--- src/rtl/risc_datapath.sv ---
// ---------------------------------------------------------------------------
// risc_datapath -- 16-bit execution datapath of the Simple RISC Machine.
//
// Holds an 8x16 register file (instance REGFILE, registers R0..R7), the A/B
// operand registers, a one-bit shifter on the B path, the operand muxes, a
// four-operation ALU, the C result register and the Z/N/V status register.
// Every control input is driven by the controller FSM.
//
// Ports:
//   clk          rising-edge clock for all state
//   rst_n        asynchronous active-low reset (clears all state)
//   mdata        memory read data          (write-back source, vsel=00)
//   sximm8       sign-extended imm8        (write-back source, vsel=01)
//   PC           program counter           (write-back source, vsel=10)
//   sximm5       sign-extended imm5        (ALU B operand when bsel=1)
//   vsel         write-back select (11 selects datapath_out)
//   writenum     register write index,  write = write enable
//   readnum      register read index
//   loada/loadb  load enables for A and B
//   shift        00 none, 01 LSL1, 10 LSR1, 11 ASR1 (applied to B)
//   asel/bsel    operand muxes (asel=1 -> Ain=0, bsel=1 -> Bin=sximm5)
//   ALUop        00 add, 01 sub, 10 AND, 11 NOT B
//   loadc/loads  load enables for C and the status register
//   datapath_out contents of C
//   Z_out/N_out/V_out registered zero / negative / signed-overflow flags
//
// Build option:
//   DATAPATH_WRITE_BYPASS_EN -- when defined, a read of the index being
//   written in the same cycle returns the incoming write data instead of
//   the stored value.
// ---------------------------------------------------------------------------

module risc_datapath_regfile #(
   parameter int DATA_W = 16
) (
   input  logic              clk,
   input  logic              rst_n,
   input  logic [DATA_W-1:0] data_in,
   input  logic [2:0]        writenum,
   input  logic              write,
   input  logic [2:0]        readnum,
   output logic [DATA_W-1:0] data_out
);

   logic [DATA_W-1:0] R0, R1, R2, R3, R4, R5, R6, R7;
   logic [DATA_W-1:0] stored_rd;

   always_ff @(posedge clk or negedge rst_n) begin
      if (!rst_n) begin
         R0 <= '0; R1 <= '0; R2 <= '0; R3 <= '0;
         R4 <= '0; R5 <= '0; R6 <= '0; R7 <= '0;
      end else if (write) begin
         case (writenum)
            3'd0:    R0 <= data_in;
            3'd1:    R1 <= data_in;
            3'd2:    R2 <= data_in;
            3'd3:    R3 <= data_in;
            3'd4:    R4 <= data_in;
            3'd5:    R5 <= data_in;
            3'd6:    R6 <= data_in;
            default: R7 <= data_in;
         endcase
      end
   end

   always_comb begin
      stored_rd = R0;
      case (readnum)
         3'd0:    stored_rd = R0;
         3'd1:    stored_rd = R1;
         3'd2:    stored_rd = R2;
         3'd3:    stored_rd = R3;
         3'd4:    stored_rd = R4;
         3'd5:    stored_rd = R5;
         3'd6:    stored_rd = R6;
         default: stored_rd = R7;
      endcase
   end

`ifdef DATAPATH_WRITE_BYPASS_EN
   // Write-through forwarding: same-cycle read of the write target sees the new value.
   assign data_out = (write && (readnum == writenum)) ? data_in : stored_rd;
`else
   assign data_out = stored_rd;
`endif

endmodule

module risc_datapath #(
   parameter int DATA_W = 16
) (
   input  logic              clk,
   input  logic              rst_n,
   input  logic [DATA_W-1:0] mdata,
   input  logic [DATA_W-1:0] sximm8,
   input  logic [DATA_W-1:0] PC,
   input  logic [DATA_W-1:0] sximm5,
   input  logic [1:0]        vsel,
   input  logic [2:0]        writenum,
   input  logic              write,
   input  logic [2:0]        readnum,
   input  logic              loada,
   input  logic              loadb,
   input  logic [1:0]        shift,
   input  logic              asel,
   input  logic              bsel,
   input  logic [1:0]        ALUop,
   input  logic              loadc,
   input  logic              loads,
   output logic [DATA_W-1:0] datapath_out,
   output logic              Z_out,
   output logic              N_out,
   output logic              V_out
);

   localparam int MSB = DATA_W - 1;

   logic [DATA_W-1:0]        wb_data;
   logic [DATA_W-1:0]        rd_data;
   logic [DATA_W-1:0]        a_q, b_q, c_q;
   logic                     z_q, n_q, v_q;
   logic [DATA_W-1:0]        b_shifted;
   logic signed [DATA_W-1:0] ain_s, bin_s, alu_d;
   logic                     z_d, n_d, v_d;

   // Signed overflow: add overflows when like-signed operands give an
   // opposite-signed result; sub when operand signs differ and the result
   // sign departs from Ain. Logic ops never overflow.
   function automatic logic ovf_f(input logic [1:0]              op,
                                  input logic signed [DATA_W-1:0] a,
                                  input logic signed [DATA_W-1:0] b,
                                  input logic signed [DATA_W-1:0] r);
      case (op)
         2'b00:   ovf_f = (a[MSB] == b[MSB]) && (r[MSB] != a[MSB]);
         2'b01:   ovf_f = (a[MSB] != b[MSB]) && (r[MSB] != a[MSB]);
         default: ovf_f = 1'b0;
      endcase
   endfunction

   // ---- write-back mux and register file -----------------------------------
   always_comb begin
      wb_data = mdata;
      case (vsel)
         2'b00:   wb_data = mdata;
         2'b01:   wb_data = sximm8;
         2'b10:   wb_data = PC;
         default: wb_data = c_q;
      endcase
   end

   risc_datapath_regfile #(.DATA_W(DATA_W)) REGFILE (
      .clk      (clk),
      .rst_n    (rst_n),
      .data_in  (wb_data),
      .writenum (writenum),
      .write    (write),
      .readnum  (readnum),
      .data_out (rd_data)
   );

   // ---- stage 1: register read -> A / B ------------------------------------
   always_ff @(posedge clk or negedge rst_n) begin
      if (!rst_n) begin
         a_q <= '0;
         b_q <= '0;
      end else begin
         if (loada) a_q <= rd_data;
         if (loadb) b_q <= rd_data;
      end
   end

   always_comb begin
      b_shifted = b_q;
      case (shift)
         2'b01:   b_shifted = {b_q[MSB-1:0], 1'b0};
         2'b10:   b_shifted = {1'b0, b_q[MSB:1]};
         2'b11:   b_shifted = {b_q[MSB], b_q[MSB:1]};
         default: b_shifted = b_q;
      endcase
   end

   assign ain_s = asel ? '0 : $signed(a_q);
   assign bin_s = bsel ? $signed(sximm5) : $signed(b_shifted);

   always_comb begin
      alu_d = ain_s + bin_s;
      case (ALUop)
         2'b00:   alu_d = ain_s + bin_s;
         2'b01:   alu_d = ain_s - bin_s;
         2'b10:   alu_d = ain_s & bin_s;
         default: alu_d = ~bin_s;
      endcase
   end

   assign z_d = (alu_d == '0);
   assign n_d = alu_d[MSB];
   assign v_d = ovf_f(ALUop, ain_s, bin_s, alu_d);

   // ---- stage 2: ALU -> C / status -----------------------------------------
   always_ff @(posedge clk or negedge rst_n) begin
      if (!rst_n) begin
         c_q <= '0;
         z_q <= 1'b0;
         n_q <= 1'b0;
         v_q <= 1'b0;
      end else begin
         if (loadc) c_q <= alu_d;
         if (loads) begin
            z_q <= z_d;
            n_q <= n_d;
            v_q <= v_d;
         end
      end
   end

   assign datapath_out = c_q;
   assign Z_out        = z_q;
   assign N_out        = n_q;
   assign V_out        = v_q;

endmodule

--- config.mk ---
export PLATFORM = sky130hd
export DESIGN_NAME = risc_datapath
export DESIGN_NICKNAME = d
export VERILOG_FILES = /design/src/rtl/risc_datapath.sv
export SDC_FILE = /design/constraint.sdc
export NUM_CORES = 1
export LEC_CHECK = 0
export CAP_MARGIN = 30
export CORE_ASPECT_RATIO = 0.8
export CORE_MARGIN = 2
export CORE_UTILIZATION = 58
export CTS_CLUSTER_SIZE = 16
export DETAILED_ROUTE_END_ITERATION = 8
export PLACE_DENSITY_LB_ADDON = 0.15
export SLEW_MARGIN = 10
export SYNTH_ARGS = -nofsm -noshare
export SYNTH_HDL_FRONTEND = slang
export SYNTH_SLANG_ARGS = --single-unit
--- constraint.sdc ---
create_clock -name clk -period 5.5 [get_ports clk]
set_clock_uncertainty 0.05 [all_clocks]
set_input_delay 1.1 -clock clk [delete_from_list [all_inputs] [get_ports clk]]
set_output_delay 1.1 -clock clk [all_outputs]
set_load 0.005 [all_outputs]
==> flow_summary.ini <==
[status]
status = finished, final reports clean

[sta]
final_max_slew_viol_count = 0
hold_ws_ps = 451
setup_violations = 0
tns_ps = 0
max_clock_freq_mhz = 195
rsz0062_at_grt = false
post-route-period-util_pct = 93.4
hold_viol_final = 0
period_needed_ps = 5140
maxSlewHeadroom_pct = 34.2
worst_pin_slew_ps = 976

[placement]
port_buffers = 103
placedInstanceArea_um2 = 11900
gp_congestion = 0.931
hpwlAfterDp_mm = 20.5

[global_route]
grt_pass1_wl_mm = 45.1
globalRouteTotalUtil_pct = 31.7
antenna_found_initial = 0
gr-total-overflow = 0
grt_start_max_net_pins = 105
grt_pass1_vias = 7917

[final_layout]
final_util_pct = 72.5
layout-drive-gt1-share_pct = 30.4
fillers = 1261
area_growth_pct = 22.3
final_area_um2 = 12600
insertedDiodeCount = 0
fin_nets = 1159

[synthesis]
post_synth_instance_area_um2 = 10300
synth.area.top_cells = dfrtp_1, mux2_2, mux4_2
netlist_instances = 911
yosys_register_bits = 179
synth-edff-count = 0
yosysSeqAreaShare_pct = 43.6
syn_nets = 1015
ys.flop_type = dfrtp_1
yosysUniqueCellTypes = 77
async_flop_share_pct = 100
avgSynthCellArea_um2 = 11.3
synth_warnings = 0
yosysTopAreaCellShare_pct = 43.6
synth_top_area_cell = dfrtp_1

[setup_path]
crit_path_top_delay_cell = clkdlybuf4s50_1
cp_data_required_time_ps = 5820
cp_data_arrival_time_ps = 5460
slowest_delay_ps = 580
crit_type = input port to register
cp_max_fo = 5
cp_cell_sequence = clkdlybuf4s50_1, buf_4, mux2i_1, a222oi_1, inv_1, ha_1, nand2_1, o21ai_0, fa_1, nand2b_1, a21oi_1, xnor2_1, o221a_2, o211ai_1, nor4_1, nand4_1, nor4b_1, a41o_1
r2r_cells = 16
start_kind = input port
regToRegSetupSlack_ps = 1230
critPathCaptureType = register

[clock_network]
cts-buffers-inserted = 17
cts_max_path_buffers = 2
clkSinkCount = 179
clk_latency_ps = 440
cts_tree = yes
htree_num_levels = 4
cts_root_buf = clkbuf_16
clk_pin_slew_ps = 70

[die]
core_region_area_um2 = 17300
die_y_um = 123
dieArea_um2 = 18800
initial_utilization_pct = 59.2
fp.dieW_um = 153
ioPinCount = 104
rows = 43

[route]
drtIter0Drc = 950
vias_per_cell = 6.21
drtAntennaViolNets = 0
drc = 0
drt-pass1-iter-count = 9
routed_wl_mm = 28.7
post_drt_wl_per_cell_um = 22.2
vias = 8025

[pwr]
power_density_nw_per_um2 = 390
power_mw = 4.89
vdd_ir_drop_max_mv = 0.216
p_leak_nw = 5.37

[worst_hold_path]
min_path_cells = 1
hp-class = register to register

[run]
max_cap_violations = 0
## cell usage after synthesis, types with 3 or more instances
library cell and n:
a211oi_1 8, buf_2 3, dfrtp_1 179, inv_1 36
nand4_1 5, nand2_1 41, buf_6 3, clkbuf_1 42
buf_1 4, nor3b_2 3, nor3b_1 3, mux2_2 168
xor2_1 9, a311oi_1 3, a222oi_1 8, a21oi_1 32
nor2_1 69, a221oi_1 10, nor3_1 14, o22ai_1 8
o221a_2 3, xnor2_1 14, o21ai_0 39, mux2i_1 28
o22a_1 5, a31oi_1 13, nand3_1 12, nand2b_1 8
ha_1 18, a22oi_1 10, nor2b_1 26, o211ai_1 7
o21a_1 4, nand4b_1 4, mux4_2 21
## critical path: cells and delay by family
kind | cells | cell delay (ps)
AO/OA/AOI/OAI | 6 | 1370
adder cells (fa/ha/maj) | 2 | 740
buffers and inverters | 3 | 870
multiplexers | 1 | 80
AND/OR/NAND/NOR | 5 | 1140
XOR/XNOR | 1 | 150
## cells by family (layout without fill, tap and decap cells)
family	count (synthesis)	in the layout	synth area share, %
compound gates	176	176	11.8
mux	219	219	26.1
buf+inv	92	249	3.85
xor+xnor	24	24	2.18
fa+ha+maj	19	19	2.39
simple gates	202	202	9.99
flops	179	179	43.6
## through the flow
step / worst slack (ps) / std cells
2_1_floorplan: 536 / 911
3_3_place_gp: 15.7 / 1258
3_5_place_dp: -94.9 / 1259
4_1_cts: 326 / 1291
5_1_grt: 34.9 / 1293
6_report: 363 / 1293
## routing by layer
metal  vias to the layer above  wire [um]  track usage, %
met5                         -          0               0
met2                       350      12500            47.3
li1                       3634          -               -
met1                      4006      13300            47.9
met3                        35       2480            7.22
met4                         0        409            7.18
## area by class of cell
| cell class | instances | area [um^2] | share of cell area, % |
|---|---|---|---|
| Multi-Input combinational cell | 640 | 5410 | 43.1 |
| Sequential cell | 179 | 4480 | 35.7 |
| Timing Repair Buffer | 180 | 1660 | 13.2 |
| Clock buffer | 19 | 453 | 3.61 |
| Tap cell | 225 | 282 | 2.24 |
| Inverter | 37 | 139 | 1.11 |
| Clock inverter | 13 | 126 | 1.01 |
## registers in the layout, summed over array words and instances (netlist names)
name	cells
REGFILE.R3	16
REGFILE.R7	16
a_q	16
V_out	1
REGFILE.R5	16
N_out	1
REGFILE.R4	16
Z_out	1
REGFILE.R2	16
b_q	16
REGFILE.R0	16
datapath_out	16
REGFILE.R6	16
REGFILE.R1	16
## repair_timing
action                                  4_1_cts  5_1_grt
resized for setup                             0        2
endpoints found under the setup margin        0        4
hold endpoints to repair                      0        0
hold buffers                                  0        0
setup buffers                                 0        0
## cells in the final DEF (no fill, tap or decap), drive strengths merged, types with 11 or more instances in the layout
master / n
a21oi: 32
a221oi: 11
a31oi: 13
buf: 80
clkbuf: 19
clkdlybuf4s50: 100
dfrtp: 179
ha: 18
inv: 39
mux2: 169
mux2i: 29
mux4: 21
nand2: 41
nand3: 13
nor2: 70
nor2b: 27
nor3: 15
o21ai: 41
xnor2: 14
## final timing paths
kind / endpoint / start
max in group asynchronous: REGFILE.R2[10] / rst_n
min in group asynchronous: REGFILE.R3[2] / rst_n
hold / removal: REGFILE.R5[8] / REGFILE.R5[8]
setup reg to reg: Z_out / b_q[0]
hold reg to reg: REGFILE.R5[8] / REGFILE.R5[8]
setup / recovery: Z_out / shift[0]
## power by group
group | internal (mW) | leakage [nW] | switching, mW
logic | 0.913 | 2.94 | 0.780
clock network | 0.656 | 0.283 | 0.549
registers | 1.73 | 2.15 | 0.265
No activity file was read; power rests on OpenSTA's default activity.
